===== src/rtl/smart_home_pkg.sv =====
// Shared definitions for the smart-home access controller: FSM state
// encodings and the factory password loaded into every zone at reset.
package smart_home_pkg;

    // Encodings are visible on dbg_state, so they are fixed explicitly.
    typedef enum logic [2:0] {
        ST_IDLE    = 3'd0,
        ST_WAIT_PW = 3'd1,
        ST_CHECK   = 3'd2,
        ST_GRANTED = 3'd3,
        ST_FAIL    = 3'd4,
        ST_LOCKOUT = 3'd5
    } state_e;

    localparam int STATE_W = 3;

    // Factory password for every zone.
    localparam logic [7:0] DEFAULT_PW = 8'hA5;

endpackage


===== src/rtl/access_lock_timer.sv =====
// Lockout countdown. A start pulse arms the timer; done pulses high during
// the LOCK_CYCLES-th cycle after start, so the owner spends exactly
// LOCK_CYCLES cycles in lockout if it leaves on done. clr disarms it.
module access_lock_timer
    import smart_home_pkg::*;
#(
    parameter  int LOCK_CYCLES = 16,
    localparam int CW          = (LOCK_CYCLES < 2) ? 1 : $clog2(LOCK_CYCLES + 1)
) (
    input  logic clk,
    input  logic arst,
    input  logic start,
    input  logic clr,
    output logic done
);

    logic [CW-1:0] cnt;
    logic          run;

    // done is decoded from registered state, so it is glitch-free and
    // lands in the same cycle the owner decides to leave lockout.
    assign done = run && (cnt == '0);

    // Load on start, count down while armed, disarm on done or clear.
    always_ff @(posedge clk) begin
        if (!arst) begin
            run <= 1'b0;
            cnt <= '0;
        end else if (start) begin
            run <= 1'b1;
            cnt <= CW'(LOCK_CYCLES - 1);
        end else if (clr || done) begin
            run <= 1'b0;
            cnt <= '0;
        end else if (run) begin
            cnt <= cnt - CW'(1);
        end
    end

endmodule


===== src/rtl/smart_access_ctrl.sv =====
// Smart-home access controller: a password session FSM guarding NUM_ZONES
// zones, with consecutive-failure counting and a timed lockout.
// Optional feature: define ACCESS_CFG_WRITE_EN to add the cfg_* ports that
// let zone passwords be rewritten while the controller is idle; without it
// every zone password is the constant DEFAULT_PW.
module smart_access_ctrl #(
    parameter  int                  PW_WIDTH    = 8,
    parameter  int                  NUM_ZONES   = 4,
    parameter  int                  MAX_TRIES   = 3,
    parameter  int                  LOCK_CYCLES = 16,
    parameter  logic [PW_WIDTH-1:0] DEFAULT_PW  = smart_home_pkg::DEFAULT_PW,
    localparam int                  ZW          = $clog2(NUM_ZONES),
    localparam int                  FW          = $clog2(MAX_TRIES + 1)
) (
    input  logic                 clk,
    input  logic                 arst,
    input  logic                 request,
    input  logic                 confirm,
    input  logic [PW_WIDTH-1:0]  password,
    input  logic [ZW-1:0]        zone,
`ifdef ACCESS_CFG_WRITE_EN
    input  logic                 cfg_we,
    input  logic [ZW-1:0]        cfg_zone,
    input  logic [PW_WIDTH-1:0]  cfg_pw,
`endif
    output logic [NUM_ZONES-1:0] grant,
    output logic                 alarm,
    output logic [FW-1:0]        fail_cnt,
    output logic [2:0]           dbg_state
);

    import smart_home_pkg::*;

    state_e                               state;
    logic [PW_WIDTH-1:0]                  cap_pw;
    logic [ZW-1:0]                        cap_zone;
    logic [NUM_ZONES-1:0][PW_WIDTH-1:0]   zone_pw;
    logic [NUM_ZONES-1:0]                 grant_nxt;
    logic [FW-1:0]                        fail_nxt;
    logic                                 pw_match;
    logic                                 lock_start;
    logic                                 lock_clr;
    logic                                 lock_done;

    assign dbg_state = state;

`ifdef ACCESS_CFG_WRITE_EN
    // Writable password store; writes only land while idle so a session in
    // flight always checks against a stable password.
    always_ff @(posedge clk) begin
        if (!arst) begin
            for (int z = 0; z < NUM_ZONES; z++) zone_pw[z] <= DEFAULT_PW;
        end else if (cfg_we && (state == ST_IDLE)) begin
            // Out-of-range cfg_zone matches no entry and is dropped.
            for (int z = 0; z < NUM_ZONES; z++)
                if (cfg_zone == ZW'(z)) zone_pw[z] <= cfg_pw;
        end
    end
`else
    // Fixed password store.
    always_comb begin
        for (int z = 0; z < NUM_ZONES; z++) zone_pw[z] = DEFAULT_PW;
    end
`endif

    // Compare against the captured zone; an index past the last zone
    // selects nothing and therefore reads as a mismatch.
    always_comb begin
        pw_match = 1'b0;
        for (int z = 0; z < NUM_ZONES; z++)
            if ((cap_zone == ZW'(z)) && (cap_pw == zone_pw[z])) pw_match = 1'b1;
    end

    // One-hot decode of the captured zone for the grant register.
    always_comb begin
        grant_nxt = '0;
        for (int z = 0; z < NUM_ZONES; z++)
            if (cap_zone == ZW'(z)) grant_nxt[z] = 1'b1;
    end

    // Saturating next failure count, used while in FAIL.
    assign fail_nxt = (fail_cnt >= FW'(MAX_TRIES)) ? FW'(MAX_TRIES)
                                                   : fail_cnt + FW'(1);

    // Arm the lockout timer on the FAIL edge that reaches MAX_TRIES; keep it
    // cleared in every state other than LOCKOUT.
    assign lock_start = (state == ST_FAIL) && (fail_nxt == FW'(MAX_TRIES));
    assign lock_clr   = (state != ST_LOCKOUT);

    access_lock_timer #(
        .LOCK_CYCLES (LOCK_CYCLES)
    ) u_lock_timer (
        .clk   (clk),
        .arst  (arst),
        .start (lock_start),
        .clr   (lock_clr),
        .done  (lock_done)
    );

    // Session FSM with registered grant/alarm/fail_cnt.
    always_ff @(posedge clk) begin
        if (!arst) begin
            state    <= ST_IDLE;
            grant    <= '0;
            alarm    <= 1'b0;
            fail_cnt <= '0;
            cap_pw   <= '0;
            cap_zone <= '0;
        end else begin
            case (state)
                ST_IDLE: begin
                    grant <= '0;
                    alarm <= 1'b0;
                    if (request) state <= ST_WAIT_PW;
                end
                ST_WAIT_PW: begin
                    // Dropping request aborts without counting as a failure.
                    if (!request) begin
                        state <= ST_IDLE;
                    end else if (confirm) begin
                        cap_pw   <= password;
                        cap_zone <= zone;
                        state    <= ST_CHECK;
                    end
                end
                ST_CHECK: begin
                    if (pw_match) begin
                        state    <= ST_GRANTED;
                        grant    <= grant_nxt;
                        fail_cnt <= '0;
                    end else begin
                        state <= ST_FAIL;
                    end
                end
                ST_GRANTED: begin
                    if (!request) begin
                        state <= ST_IDLE;
                        grant <= '0;
                    end
                end
                ST_FAIL: begin
                    fail_cnt <= fail_nxt;
                    if (lock_start) begin
                        state <= ST_LOCKOUT;
                        alarm <= 1'b1;
                    end else if (request) begin
                        state <= ST_WAIT_PW;
                    end else begin
                        state <= ST_IDLE;
                    end
                end
                ST_LOCKOUT: begin
                    // Inputs are ignored until the timer expires.
                    if (lock_done) begin
                        state    <= ST_IDLE;
                        alarm    <= 1'b0;
                        fail_cnt <= '0;
                    end
                end
                default: begin
                    // Unused encodings recover to the reset condition.
                    state    <= ST_IDLE;
                    grant    <= '0;
                    alarm    <= 1'b0;
                    fail_cnt <= '0;
                    cap_pw   <= '0;
                    cap_zone <= '0;
                end
            endcase
        end
    end

endmodule


===== config.mk =====
export PLATFORM = sky130hd
export DESIGN_NAME = smart_access_ctrl
export DESIGN_NICKNAME = d
export VERILOG_FILES = /design/src/rtl/smart_home_pkg.sv /design/src/rtl/access_lock_timer.sv /design/src/rtl/smart_access_ctrl.sv
export SDC_FILE = /design/constraint.sdc
export NUM_CORES = 1
export LEC_CHECK = 0
export CORE_MARGIN = 5
export CORE_UTILIZATION = 51
export DETAILED_ROUTE_END_ITERATION = 10
export HOLD_SLACK_MARGIN = 0.15
export PLACE_DENSITY = 0.86
export SLEW_MARGIN = 20
export SYNTH_ARGS = -nofsm -noshare
export SYNTH_HDL_FRONTEND = slang
export SYNTH_SLANG_ARGS = --single-unit

===== constraint.sdc =====
create_clock -name clk -period 2.09 [get_ports clk]
set_input_delay 0.3135 -clock clk [delete_from_list [all_inputs] [get_ports clk]]
set_output_delay 0.3135 -clock clk [all_outputs]
set_load 0.1 [all_outputs]

After elaboration in Yosys (flattened, before gate mapping)

Index checks and enable logic that the tools add are counted.

Bits in registers: 26
Input bits: 14
Output and inout port bits: 10
Word-level logic and storage cells: 96

$add $sub $neg: 2
Magnitude comparators: 1
Equality and inequality tests: 19
Muxes and demuxes: 38
Bitwise gates (word level): 5
Reduce and logical (&&, ||, !) cells: 22

Operator list:

| operator                                          | count |
|---|---|
| two-way mux 3 bit                                 | 7 |
| two-way mux 4 bit                                 | 5 |
| case mux 3 bit (6 select lines)                   | 1 |
| two-way mux 8 bit                                 | 2 |
| case mux 8 bit (2 select lines)                   | 1 |
| two-way mux 1 bit                                 | 13 |
| inequality test 2 bit (second input constant)     | 6 |
| case mux 4 bit (3 select lines)                   | 1 |
| AND reduction 3 bit                               | 4 |
| OR reduction 3 bit                                | 4 |
| two-way mux 2 bit                                 | 5 |
| == test 8 bit (second input constant)             | 1 |
| case mux 2 bit (4 select lines)                   | 1 |
| == test 2 bit (second input constant)             | 3 |
| == test 3 x 2 -> 1 bit (second input constant)    | 2 |
| == test 3 bit (second input constant)             | 2 |
| logical AND 1 bit                                 | 6 |
| inequality test 3 bit (second input constant)     | 2 |
| logical NOT 5 bit                                 | 1 |
| inverter 1 bit                                    | 5 |
| OR reduction 5 bit                                | 1 |
| subtractor 5 x 1 -> 5 bit (second input constant) | 1 |
| case mux 2 bit (2 select lines)                   | 1 |
| AND reduction 4 bit                               | 1 |
| 11 further kinds                                  | 11 |

Logic depth before layout (Yosys ltp)

Gate-level depths: netlist (run 1).

Word-level depth: 8
Gate-level depth with buffers: 6
Gate-level depth less buffers: 6

Modules after synthesis

From an unflattened synthesis (run 1), not the netlist that was laid out.

Cells, all modules: 165
Area total of the unflattened synthesis: 1365.1 sq um

By module, submodules not included:

| module            | times used | cells each | area each (sq um) | sequential area each (sq um) |
|---|---|---|---|---|
| smart_access_ctrl | 1          | 132        | 1026.0            | 400.4 |
| access_lock_timer | 1          | 33         | 339.1             | 120.1 |

Worst setup path after synthesis (run 1)

OpenSTA, ideal clock, no wires.

Path kind: reg-to-reg
Start: register state[0] (netlist: dbg_state[0])
End: register cap_pw[5]
Setup time: 128 ps
Arrival: 2095 ps
Data required time: 1962 ps
Slack: -132 ps
Stages on the path, launching flop included: 7
Path buffers: 2
Clock period less this slack: 2222 ps
Cell sequence: dfxtp_1 -> buf_2 -> nor3b_1 -> a32oi_1 -> buf_2 -> mux2i_1 -> nor2_1

Longest elaborated chain between the ends: 4
Elaborated cells on any way between the ends: 12
Classes of those cells: eq/ne (7); mux (1); bitwise (1); reduce/logical (3)

Ends and longest elaborated chain:

| element                                     | RTL line                 | RTL |
|---|---|---|
| start: declaration                          | smart_access_ctrl.sv:34  | `state_e state;` |
| start signal: assignment                    | smart_access_ctrl.sv:103 | `state <= ST_IDLE;` |
| start signal: assignment                    | smart_access_ctrl.sv:114 | `if (request) state <= ST_WAIT_PW;` |
| start signal: assignment                    | smart_access_ctrl.sv:119 | `state <= ST_IDLE;` |
| == test 3 bit, or another cell as far along | smart_access_ctrl.sv:110 | `case (state)` |
| OR reduction 5 bit (no line)                | --                       |  |
| inverter 1 bit (no line)                    | --                       |  |
| AND reduction 3 bit (no line)               | --                       |  |
| end signal: assignment                      | smart_access_ctrl.sv:121 | `cap_pw <= password;` |
| end: declaration                            | smart_access_ctrl.sv:35  | `logic [PW_WIDTH-1:0] cap_pw;` |

Parallel ways exist; a longest one is shown, timed or not.
A chain may end at the register's enable or synchronous reset.

Final worst setup path (run 1)

Start: register state[1] (netlist: dbg_state[1])
End: register grant[0]

Longest elaborated chain between the ends: 4
Elaborated cells on any way between the ends: 11
Classes of those cells: eq/ne (7); mux (1); bitwise (1); reduce/logical (2)

Ends and longest elaborated chain:

| element                                                 | RTL line                 | RTL |
|---|---|---|
| == test 3 bit or == test 3 x 1 -> 1 bit (tied branches) | smart_access_ctrl.sv:110 |  |
| OR reduction 3 bit (no line)                            | --                       |  |
| inverter 1 bit (no line)                                | --                       |  |
| AND reduction 3 bit (no line)                           | --                       |  |
| end signal: assignment                                  | smart_access_ctrl.sv:129 | `grant <= grant_nxt;` |
| end: declaration                                        | smart_access_ctrl.sv:26  | `output logic [NUM_ZONES-1:0] grant,` |

Parallel ways exist; a longest one is shown, timed or not.

==> results of run 1 <==
## layout make-up
class                           count  area (µm²)
Timing Repair Buffer               27         235
Clock buffer                        4        36.3
Tap cell                           30        37.5
Multi-Input combinational cell    116         734
Inverter                            7        26.3
Fill cell                         228         883
Sequential cell                    26         524
## sequential cells by signal (all words and copies together) (netlist names)
signal	flops
cap_pw	8
u_lock_timer.cnt	5
grant	4
dbg_state	3
cap_zone	2
fail_cnt	2
alarm	1
u_lock_timer.run	1
## cells by family (layout without fill, tap and decap cells)
logic type               after synthesis  in the layout
AO/OA/AOI/OAI                         34             34
flip-flops                            26             26
multiplexers                          10             10
XOR/XNOR                               4              4
adder cells (fa/ha/maj)                2              2
buffers and inverters                 16             38
AND/OR/NAND/NOR                       66             66
## worst reg2reg max path: stages (launching register included)
cell and delay, ns:
dfxtp_2 0.47, or3b_4 0.41, or3_1 0.31, or3_1 0.32, a21oi_1 0.14
## power groups by stage
stage          logic, µW  registers (µW)  clock network [µW]
4_1_cts              104             509                 267
6_report             102             509                 257
3_5_place_dp         103             519                   0
3_3_place_gp         100             519                   0
2_1_floorplan       48.3             534                   0
5_1_grt              112             510                 287
## stage by stage
step	instances	setup WS, ns
finish	210	0.390
CTS	210	0.390
global route	210	0.321
floorplan	158	0.209
global placement	206	0.317
detailed placement	206	0.221
## per-layer routing
metal	GRT usage	wire length, µm	vias to the layer above
met2	0.299	1310	21
li1	-	-	593
met5	0	0	-
met4	0.0743	50	0
met1	0.176	1150	527
met3	0.0426	130	5
## worst max path at each step
stage	from	endpoint	slack, ns	depth (start not counted)
detailed placement	request	grant[3]	0.22	5
global placement	request	grant[3]	0.32	5
CTS	dbg_state[1]	grant[0]	0.39	4
finish	dbg_state[1]	grant[0]	0.39	4
floorplan	dbg_state[1]	grant[0]	0.21	4
global route	cap_pw[1]	grant[3]	0.32	4
## cell usage after synthesis (3+ instances only)
master | count | area share
xor2_1 | 3 | 0.020
inv_1 | 7 | 0.020
a21oi_1 | 15 | 0.057
nand2_1 | 8 | 0.023
or3_1 | 4 | 0.019
o21ai_0 | 11 | 0.042
and3_1 | 3 | 0.014
dfxtp_1 | 26 | 0.39
and2_1 | 11 | 0.052
clkbuf_1 | 6 | 0.017
mux2i_1 | 10 | 0.076
nor2_1 | 21 | 0.059
==> qor.csv, run 1 <==
stage;metric;value;unit
status;outcome;finished clean;
finish;most common library cell in the layout ignoring fill and taps;dfxtp_1;
grt;initial antenna violation count;0;
floorplanning;die width;61.0;µm
timing;TNS Setup;0;ns
floorplanning;Rows;18;
worst_setup_path;CP bufs+invs;0;
hold_path;hold path endpoint;grant[1];
timing;RSZ-0062 raised after global routing;no;
synth;Synth Area in Simple Gates;0.286;
grt;first-pass GRT wire length;4600;µm
grt;global router's overall resource usage;0.164;
power;Pleak;0.000688;µW
timing;final hold slack;0.480;ns
synth;Syn Area/Cell;8.39;µm²
power;worst vdd ir;0.000430;V
run;MaxCap Viol Count;0;
clock_network;CTS Root Cell;clkbuf_4;
clock_network;Clk Latency, worst-skew pair;0.33;ns
placed_design;dpl hpwl;2010;µm
hold_path;hold path cells;2;
synth;Ys Warns;0;
grt;largest net degree at the start of global routing;25;
power;clock power share;0.296;
placed_design;gp weighted congestion;0.813;
synth;post-synthesis instance area;1330;µm²
synth;syn_nets;174;
synth;Syn Inst Count;158;
worst_setup_path;Reg2Reg Depth;4;
synth;post-synthesis cell type count;36;
power;Pwr Total;868;µW
synth;Post-synth EDFFs;0;
worst_setup_path;Cell Chain, Critical Path;or3b_4 > or3_1 > or3_1 > a21oi_1;
floorplanning;core box area;2480;µm²
placed_design;Cell Area, Placed;1560;µm²
clock_network;htree depth;1;
drt;final wirelength;2640;µm
clock_network;post-CTS setup buffer count;0;
finish;share of cells above drive strength 1;0.139;
synth;Adder-Cell Fraction of Synth Area;0.0189;
floorplanning;Initial Util;0.535;
synth;XOR/XNOR share of the synthesized area;0.0264;
worst_setup_path;Critical Path RT;2.36;ns
clock_network;Clock Path Buffers;2;
worst_setup_path;Worst Setup Start Kind;flop;
clock_network;CTS Buf Count;3;
synth;Async SR Flop Fraction;0;
synth;largest family of logic cells by synthesized area;simple AND/OR/NAND/NOR gates;
power;switching pwr;214;µW
synth;Synth Area in Compound Gates;0.147;
power;combinational power share;0.118;
worst_setup_path;Worst Setup Path Type;reg2reg;
finish;final core utilization;0.643;
worst_setup_path;CP arrival;1.97;ns
power;P_int;654;µW
worst_setup_path;CP Max Fanout;14;
synth;register area share after synthesis;0.393;
worst_setup_path;CP most frequent cell;or3_1;
synth;mux cell area share after synthesis;0.0755;
worst_setup_path;crit end category;flop;
drt;Detailed Route Iter0 Violations;41;
floorplanning;height of the die;61.0;µm
worst_setup_path;Slowest-stage cell, CP;dfxtp_2;
timing;Worst Tran Pin Value;0.458;ns
worst_setup_path;Crit path largest cell delay;0.47;ns
timing;setup violators final;0;
drt;DR vias;1146;
hold_path;HP Start;grant[1];
clock_network;Reg clk slew, reported paths;0.13;ns
finish;most frequent cells in the layout;dfxtp_1 (23), nor2_1 (21), a21oi_1 (15);
synth;Synth Flop Type;dfxtp_1;
timing;Final min period;1.70;ns
placed_design;I/O Buffers;23;
drt;routed len/inst;12.6;µm
finish;Design Area, Final;1590;µm²
finish;nets;197;
timing;final clock period utilization by the worst path;0.814;
floorplanning;die area;3720;µm²
drt;Via density;5.46;
power;PD cells;544;nW/µm²
timing;Max Slew Vio Count;0;
finish;n_diodes;0;
timing;clk_skew;0.00790;ns
grt;Congestion Overflow GR;0;
power;Sw Ratio;0.246;
hold_path;Hold WC Path Type;reg2reg;
timing;f_max;588;MHz
worst_setup_path;RR Endpoint;grant[0];
finish;Area Overhead vs Synth;20.3;%
floorplanning;io pins;24;
timing;Worst slew margin;0.695;
drt;# DRC;0;
drt;TritonRoute pass-1 iters;4;
worst_setup_path;reg-to-reg startpoint;dbg_state[1];
synth;Yosys reg bits;26;
drt;Antenna Violating Nets Remaining;0;
clock_network;PostCTS Resize Cnt;0;
worst_setup_path;Worst path top cell family by delay;simple AND/OR/NAND/NOR gates;
clock_network;CTS Sinks;26;
clock_network;Hold Buf Count CTS;0;
grt;vias in the first global route;1117;
clock_network;CTS tree;yes;
timing;final hold violation count;0;
power;Seq pwr share;0.586;
worst_setup_path;Reg2Reg Setup Slack;0.39;ns
(Power assumes the default switching activity.)
==> inputs of run 2 (changes only) <==
--- a/config.mk
+++ b/config.mk
@@ -6,10 +6,10 @@
 export NUM_CORES = 1
 export LEC_CHECK = 0
 export CORE_MARGIN = 5
-export CORE_UTILIZATION = 51
+export CORE_UTILIZATION = 46
 export DETAILED_ROUTE_END_ITERATION = 10
 export HOLD_SLACK_MARGIN = 0.15
-export PLACE_DENSITY = 0.86
+export PLACE_DENSITY = 0.82
 export SLEW_MARGIN = 20
 export SYNTH_ARGS = -nofsm -noshare
 export SYNTH_HDL_FRONTEND = slang
==> constraint.sdc (replaced) <==
create_clock -name clk -period 1.5 [get_ports clk]
set_input_delay 0.225 -clock clk [delete_from_list [all_inputs] [get_ports clk]]
set_output_delay 0.225 -clock clk [all_outputs]
set_load 0.1 [all_outputs]
==> run 2 against run 1 <==
Net effect:
- the run now ends with setup timing left
- critical path depth did not move
- count of clock-buffer cells in the layout is the same
- sequential share of layout area down 4.8 points
- combinational power rose by 100%
- first-iteration DRC count rose by 73%
- largest power group unchanged
==> qor.csv, run 2 (same netlist as run 1, synthesis figures left out) <==
stage;metric;value;unit;change
floorplanning;Rows;19;;was 18
floorplanning;die width;63.7;µm;was 61.0 µm
clock_network;Clock Path Buffers;2;;unchanged
drt;DR vias;1286;;was 1146
drt;final wirelength;3430;µm;was 2640 µm
timing;setup violators final;4;;was 0
finish;FILL cells;214;;was 228
worst_setup_path;Crit path largest cell delay;0.39;ns;was 0.47 ns
worst_setup_path;Cell Chain, Critical Path;or3b_4 > or3_1 > or3_1 > a21oi_2;;was or3b_4 > or3_1 > or3_1 > a21oi_1
worst_setup_path;Critical Path RT;1.79;ns;was 2.36 ns
finish;Biggest register;cap_pw;;unchanged
finish;Area Overhead vs Synth;44.8;%;was 20.3%
placed_design;I/O Buffers;23;;unchanged
drt;TritonRoute pass-1 iters;6;;was 4
grt;global router's overall resource usage;0.172;;was 0.164
timing;final worst slack;-0.0975;ns;was 0.390 ns
finish;max FFs per register;8;;unchanged
worst_setup_path;Slowest-stage cell, CP;dfxtp_4;;was dfxtp_2
grt;first-pass GRT wire length;5640;µm;was 4600 µm
timing;clk_skew;0.0205;ns;was 0.00790 ns
finish;final core utilization;0.696;;was 0.643
status;outcome;finished, violations left;;was finished clean
worst_setup_path;Worst Setup Start Kind;flop;;unchanged
hold_path;Hold WC Path Type;reg2reg;;unchanged
finish;share of cells above drive strength 1;0.273;;was 0.139
grt;largest net degree at the start of global routing;17;;was 25
worst_setup_path;Worst path top cell family by delay;simple AND/OR/NAND/NOR gates;;unchanged
floorplanning;io pins;24;;unchanged
power;Pwr Total;1220;µW;was 868 µW
floorplanning;Initial Util;0.480;;was 0.535
power;worst vdd ir;0.000513;V;was 0.000430 V
clock_network;Reg clk slew, reported paths;0.15;ns;was 0.13 ns
placed_design;Place WS;-0.131;ns;was 0.221 ns
clock_network;CTS tree;yes;;unchanged
drt;Detailed Route Iter0 Violations;71;;was 41
floorplanning;height of the die;63.7;µm;was 61.0 µm
finish;multi-input logic area;774;µm²;was 734 µm²
placed_design;Cells after DPL;221;;was 206
timing;RSZ-0062 raised after global routing;yes;;was no
timing;Final min period;1.60;ns;was 1.70 ns
grt;initial antenna violation count;0;;unchanged
clock_network;CTS Buf Count;3;;unchanged
placed_design;gp weighted congestion;0.862;;was 0.813
clock_network;Clk Latency, worst-skew pair;0.34;ns;was 0.33 ns
floorplanning;core box area;2760;µm²;was 2480 µm²
worst_setup_path;crit end category;flop;;unchanged
finish;FF/Latch Area;538;µm²;was 524 µm²
timing;final hold violation count;0;;unchanged
finish;final std cells w/o fill;229;;was 210
power;Pleak;0.000819;µW;was 0.000688 µW
finish;nets;215;;was 197
finish;top flop regs;cap_pw (8), u_lock_timer.cnt (5), grant (4);;unchanged
worst_setup_path;CP Max Fanout;3;;was 14
drt;Via density;5.62;;was 5.46
timing;Worst slew margin;0.724;;was 0.695
finish;n_diodes;0;;unchanged
power;PD cells;637;nW/µm²;was 544 nW/µm²
worst_setup_path;CP arrival;1.89;ns;was 1.97 ns
finish;most common library cell in the layout ignoring fill and taps;nor2_1;;was dfxtp_1
timing;Max Slew Vio Count;0;;unchanged
status;failing checks;setup timing;;
worst_setup_path;CP bufs+invs;0;;unchanged
worst_setup_path;CP most frequent cell;or3_1;;unchanged
clock_network;CTS Sinks;26;;unchanged
drt;routed len/inst;15.0;µm;was 12.6 µm
clock_network;CTS Root Cell;clkbuf_4;;unchanged
timing;final hold slack;0.519;ns;was 0.480 ns
run;MaxCap Viol Count;0;;unchanged
clock_network;htree depth;1;;unchanged
timing;Worst Tran Pin Value;0.409;ns;was 0.458 ns
grt;vias in the first global route;1212;;was 1117
timing;f_max;626;MHz;was 588 MHz
placed_design;dpl hpwl;2400;µm;was 2010 µm
grt;Congestion Overflow GR;0;;unchanged
drt;# DRC;0;;unchanged
floorplanning;die area;4050;µm²;was 3720 µm²
timing;final clock period utilization by the worst path;1.06;;was 0.814
drt;Antenna Violating Nets Remaining;0;;unchanged
worst_setup_path;Worst Setup Path Type;reg2reg;;unchanged
finish;most frequent cells in the layout;nor2_1 (21), dfxtp_1 (18), buf_4 (17);;was dfxtp_1 (23), nor2_1 (21), a21oi_1 (15)
[run 2: cell count changes in the layout (fill, tap and decap cells not counted), sizes merged]
cell	delta
buf	+18
[run 2: path summary, 6_finish.rpt]
check	end	slack [ns]	start	cells past startpoint
worst min register to register	cap_pw[0]	0.52	cap_pw[0]	2
worst max register to register	grant[0]	-0.1	dbg_state[0]	4
worst max-delay path	grant[0]	-0.1	dbg_state[0]	4
worst min-delay path	cap_pw[0]	0.52	cap_pw[0]	2
[run 2: power breakdown]
group,internal [µW],leakage [µW],switching [µW]
clock network,104,0.0000150,215
registers,693,0.000214,6.00
logic,102,0.000589,101
[run 2: layer usage]
metal  vias up  track usage  part of all wire
li1        631            -                 -
met2        43        0.287              0.53
met3         6       0.0391             0.050
met4         0       0.0753             0.019
met1       606        0.210              0.40
met5         -            0                 0
[run 2: worst reg2reg max path: cells and delay by family, from the launching register on]
kind	cells	cell delay, ns
simple gates	3	1.04
flops	1	0.39
compound gates	1	0.12
[run 2: stage by stage]
step           instance area, µm²  TNS [ns]
4_1_cts                      1860   -0.0983
3_3_place_gp                 1800    -0.904
2_1_floorplan                1340     -2.73
6_report                     1920    -0.130
5_1_grt                      1920    -0.729
3_5_place_dp                 1800     -1.39
[run 2: layout make-up]
cell class                      count  area share
Clock buffer                        4      0.0137
Inverter                            7      0.0137
Multi-Input combinational cell    116       0.404
Sequential cell                    26       0.280
Tap cell                           31      0.0202
Timing Repair Buffer               45       0.268
[run 2: timing repair]
item,in CTS,in global routing
endpoints found under the setup margin,16,23
endpoints found under the hold margin,0,0
hold buffers,0,0
gates resized for setup,4,17
pin swaps,7,4
cloned,0,1
buffers inserted,3,0
==> inputs of run 3 (changes only) <==
--- a/config.mk
+++ b/config.mk
@@ -8,6 +8,7 @@
 export CORE_MARGIN = 5
 export CORE_UTILIZATION = 46
 export DETAILED_ROUTE_END_ITERATION = 10
+export GPL_TIMING_DRIVEN = 0
 export HOLD_SLACK_MARGIN = 0.15
 export PLACE_DENSITY = 0.82
 export SLEW_MARGIN = 20
==> run 3 against run 2 <==
Net effect:
- the flow still finishes with violations (setup timing)
- count of clock-buffer cells in the layout is the same
- first-iteration DRC count shrank 20%
- sequential share of layout area grew 1.5 points
- critical path type unchanged
==> qor.csv, run 3 (same netlist as run 1, synthesis figures left out) <==
stage;metric;value;unit;change
grt;global router's overall resource usage;0.162;;was 0.172
drt;routed len/inst;14.5;µm;was 15.0 µm
timing;clk_skew;0.00958;ns;was 0.0205 ns
finish;top flop regs;cap_pw (8), u_lock_timer.cnt (5), grant (4);;unchanged
finish;max FFs per register;8;;unchanged
clock_network;Reg clk slew, reported paths;0.15;ns;about the same
timing;RSZ-0062 raised after global routing;yes;;unchanged
finish;Design Area, Final;1820;µm²;was 1920 µm²
timing;Final min period;1.68;ns;was 1.60 ns
grt;vias in the first global route;1290;;was 1212
clock_network;htree depth;1;;unchanged
status;outcome;finished, violations left;;unchanged
worst_setup_path;CP Max Fanout;5;;was 3
timing;f_max;595;MHz;was 626 MHz
timing;Max Slew Vio Count;0;;unchanged
clock_network;CTS Root Cell;clkbuf_4;;unchanged
finish;FILL cells;209;;was 214
finish;most common library cell in the layout ignoring fill and taps;nor2_1;;unchanged
finish;Area Overhead vs Synth;37.2;%;was 44.8%
placed_design;Cells after DPL;212;;was 221
clock_network;CTS tree;yes;;unchanged
timing;setup violators final;4;;unchanged
clock_network;Hold Buf Count CTS;0;;unchanged
placed_design;Cell Area, Placed;1610;µm²;was 1800 µm²
floorplanning;die width;63.7;µm;unchanged
worst_setup_path;Critical Path RT;1.78;ns;was 1.79 ns
power;Pwr Total;1290;µW;was 1220 µW
worst_setup_path;Worst Setup Start Kind;flop;;unchanged
power;PD cells;712;nW/µm²;was 637 nW/µm²
worst_setup_path;Worst Setup Path Type;reg2reg;;unchanged
grt;largest net degree at the start of global routing;16;;was 17
floorplanning;io pins;24;;unchanged
worst_setup_path;crit end category;flop;;unchanged
floorplanning;die area;4050;µm²;unchanged
drt;Detailed Route Iter0 Violations;57;;was 71
grt;first-pass GRT wire length;5420;µm;was 5640 µm
grt;met1 Use GR;0.182;;was 0.210
clock_network;CTS Sinks;26;;unchanged
clock_network;Clock Path Buffers;2;;unchanged
timing;final hold slack;0.490;ns;was 0.519 ns
clock_network;CTS Buf Count;3;;unchanged
timing;Worst slew margin;0.621;;was 0.724
drt;final wirelength;3280;µm;was 3430 µm
floorplanning;Initial Util;0.480;;unchanged
drt;Antenna Violating Nets Remaining;0;;unchanged
drt;Via density;5.62;;about the same
finish;final std cells w/o fill;226;;was 229
finish;share of cells above drive strength 1;0.303;;was 0.273
timing;Worst Tran Pin Value;0.569;ns;was 0.409 ns
floorplanning;Rows;19;;unchanged
floorplanning;core box area;2760;µm²;unchanged
grt;gr busiest metal;met2;;unchanged
timing;final clock period utilization by the worst path;1.12;;was 1.06
finish;Biggest register;cap_pw;;unchanged
finish;n_diodes;0;;unchanged
grt;routing usage on met3;0.0391;;unchanged
placed_design;gp weighted congestion;0.797;;was 0.862
finish;most frequent cells in the layout;nor2_1 (21), dfxtp_1 (19), clkdlybuf4s50_1 (13);;was nor2_1 (21), dfxtp_1 (18), buf_4 (17)
finish;nets;212;;was 215
run;MaxCap Viol Count;0;;unchanged
floorplanning;height of the die;63.7;µm;unchanged
timing;final hold violation count;0;;unchanged
placed_design;I/O Buffers;23;;unchanged
hold_path;Hold WC Path Type;reg2reg;;unchanged
clock_network;Clk Latency, worst-skew pair;0.33;ns;was 0.34 ns
placed_design;dpl hpwl;2230;µm;was 2400 µm
worst_setup_path;CP arrival;1.96;ns;was 1.89 ns
drt;# DRC;0;;unchanged
power;Pleak;0.000784;µW;was 0.000819 µW
timing;final worst slack;-0.182;ns;was -0.0975 ns
status;failing checks;setup timing;;unchanged
drt;TritonRoute pass-1 iters;4;;was 6
grt;initial antenna violation count;0;;unchanged
drt;DR vias;1269;;was 1286
grt;M2 GR Usage;0.282;;was 0.287
power;worst vdd ir;0.000549;V;was 0.000513 V
grt;Congestion Overflow GR;0;;unchanged
run 3: cell count changes in the layout (fill, tap and decap cells not counted), moves of 3 or more:
cell and change:
buf_12 -10, buf_4 -9, buf_2 +7, clkbuf_2 +3
a21oi_1 -4
run 3: repair_timing:
item,CTS,global route
pin swaps,2,13
setup buffers,1,10
endpoints found under the setup margin,29,32
gates cloned,1,0
gates resized for setup,50,36
run 3: stage by stage:
stage	TNS, ns	utilization	worst slack, ns
after floorplan	-2.73	-	-0.248
after global placement	-3.35	0.584	-0.224
after detailed placement	-4.16	0.584	-0.292
after CTS	-0.468	0.623	-0.177
after global routing	-1.36	0.659	-0.227
final	-0.518	0.659	-0.182
run 3: worst paths after layout:
path / from / to / slack, ns / depth (start not counted)
setup / recovery: dbg_state[1] / grant[0] / -0.18 / 4
hold / removal: grant[1] / grant[1] / 0.49 / 2
setup reg to reg: dbg_state[1] / grant[0] / -0.18 / 4
hold reg to reg: grant[1] / grant[1] / 0.49 / 2
run 3: cell type report:
type | count | area [µm²] | share of cell area
tap | 31 | 38.8 | 0.0213
sequential | 26 | 537 | 0.295
multi-input combinational | 116 | 826 | 0.454
clock buffer | 4 | 47.5 | 0.0262
buffer | 7 | 47.5 | 0.0262
timing repair buffer | 35 | 295 | 0.162
inverter | 7 | 26.3 | 0.0145
run 3: worst max-delay path: stages (launching register included):
cell,delay (ns)
dfxtp_4,0.39
or3b_4,0.37
or3_1,0.37
or3_4,0.39
a21oi_2,0.11
run 3: power by group:
part | switching, µW | internal [µW]
combinational | 97.6 | 78.8
sequential | 5.77 | 693
clock | 215 | 204
total | 319 | 976
run 3: metal layers:
layer | vias up | routed length [µm]
li1 | 625 | -
met1 | 601 | 1390
met2 | 36 | 1680
met5 | - | 0
met3 | 7 | 152
met4 | 0 | 65
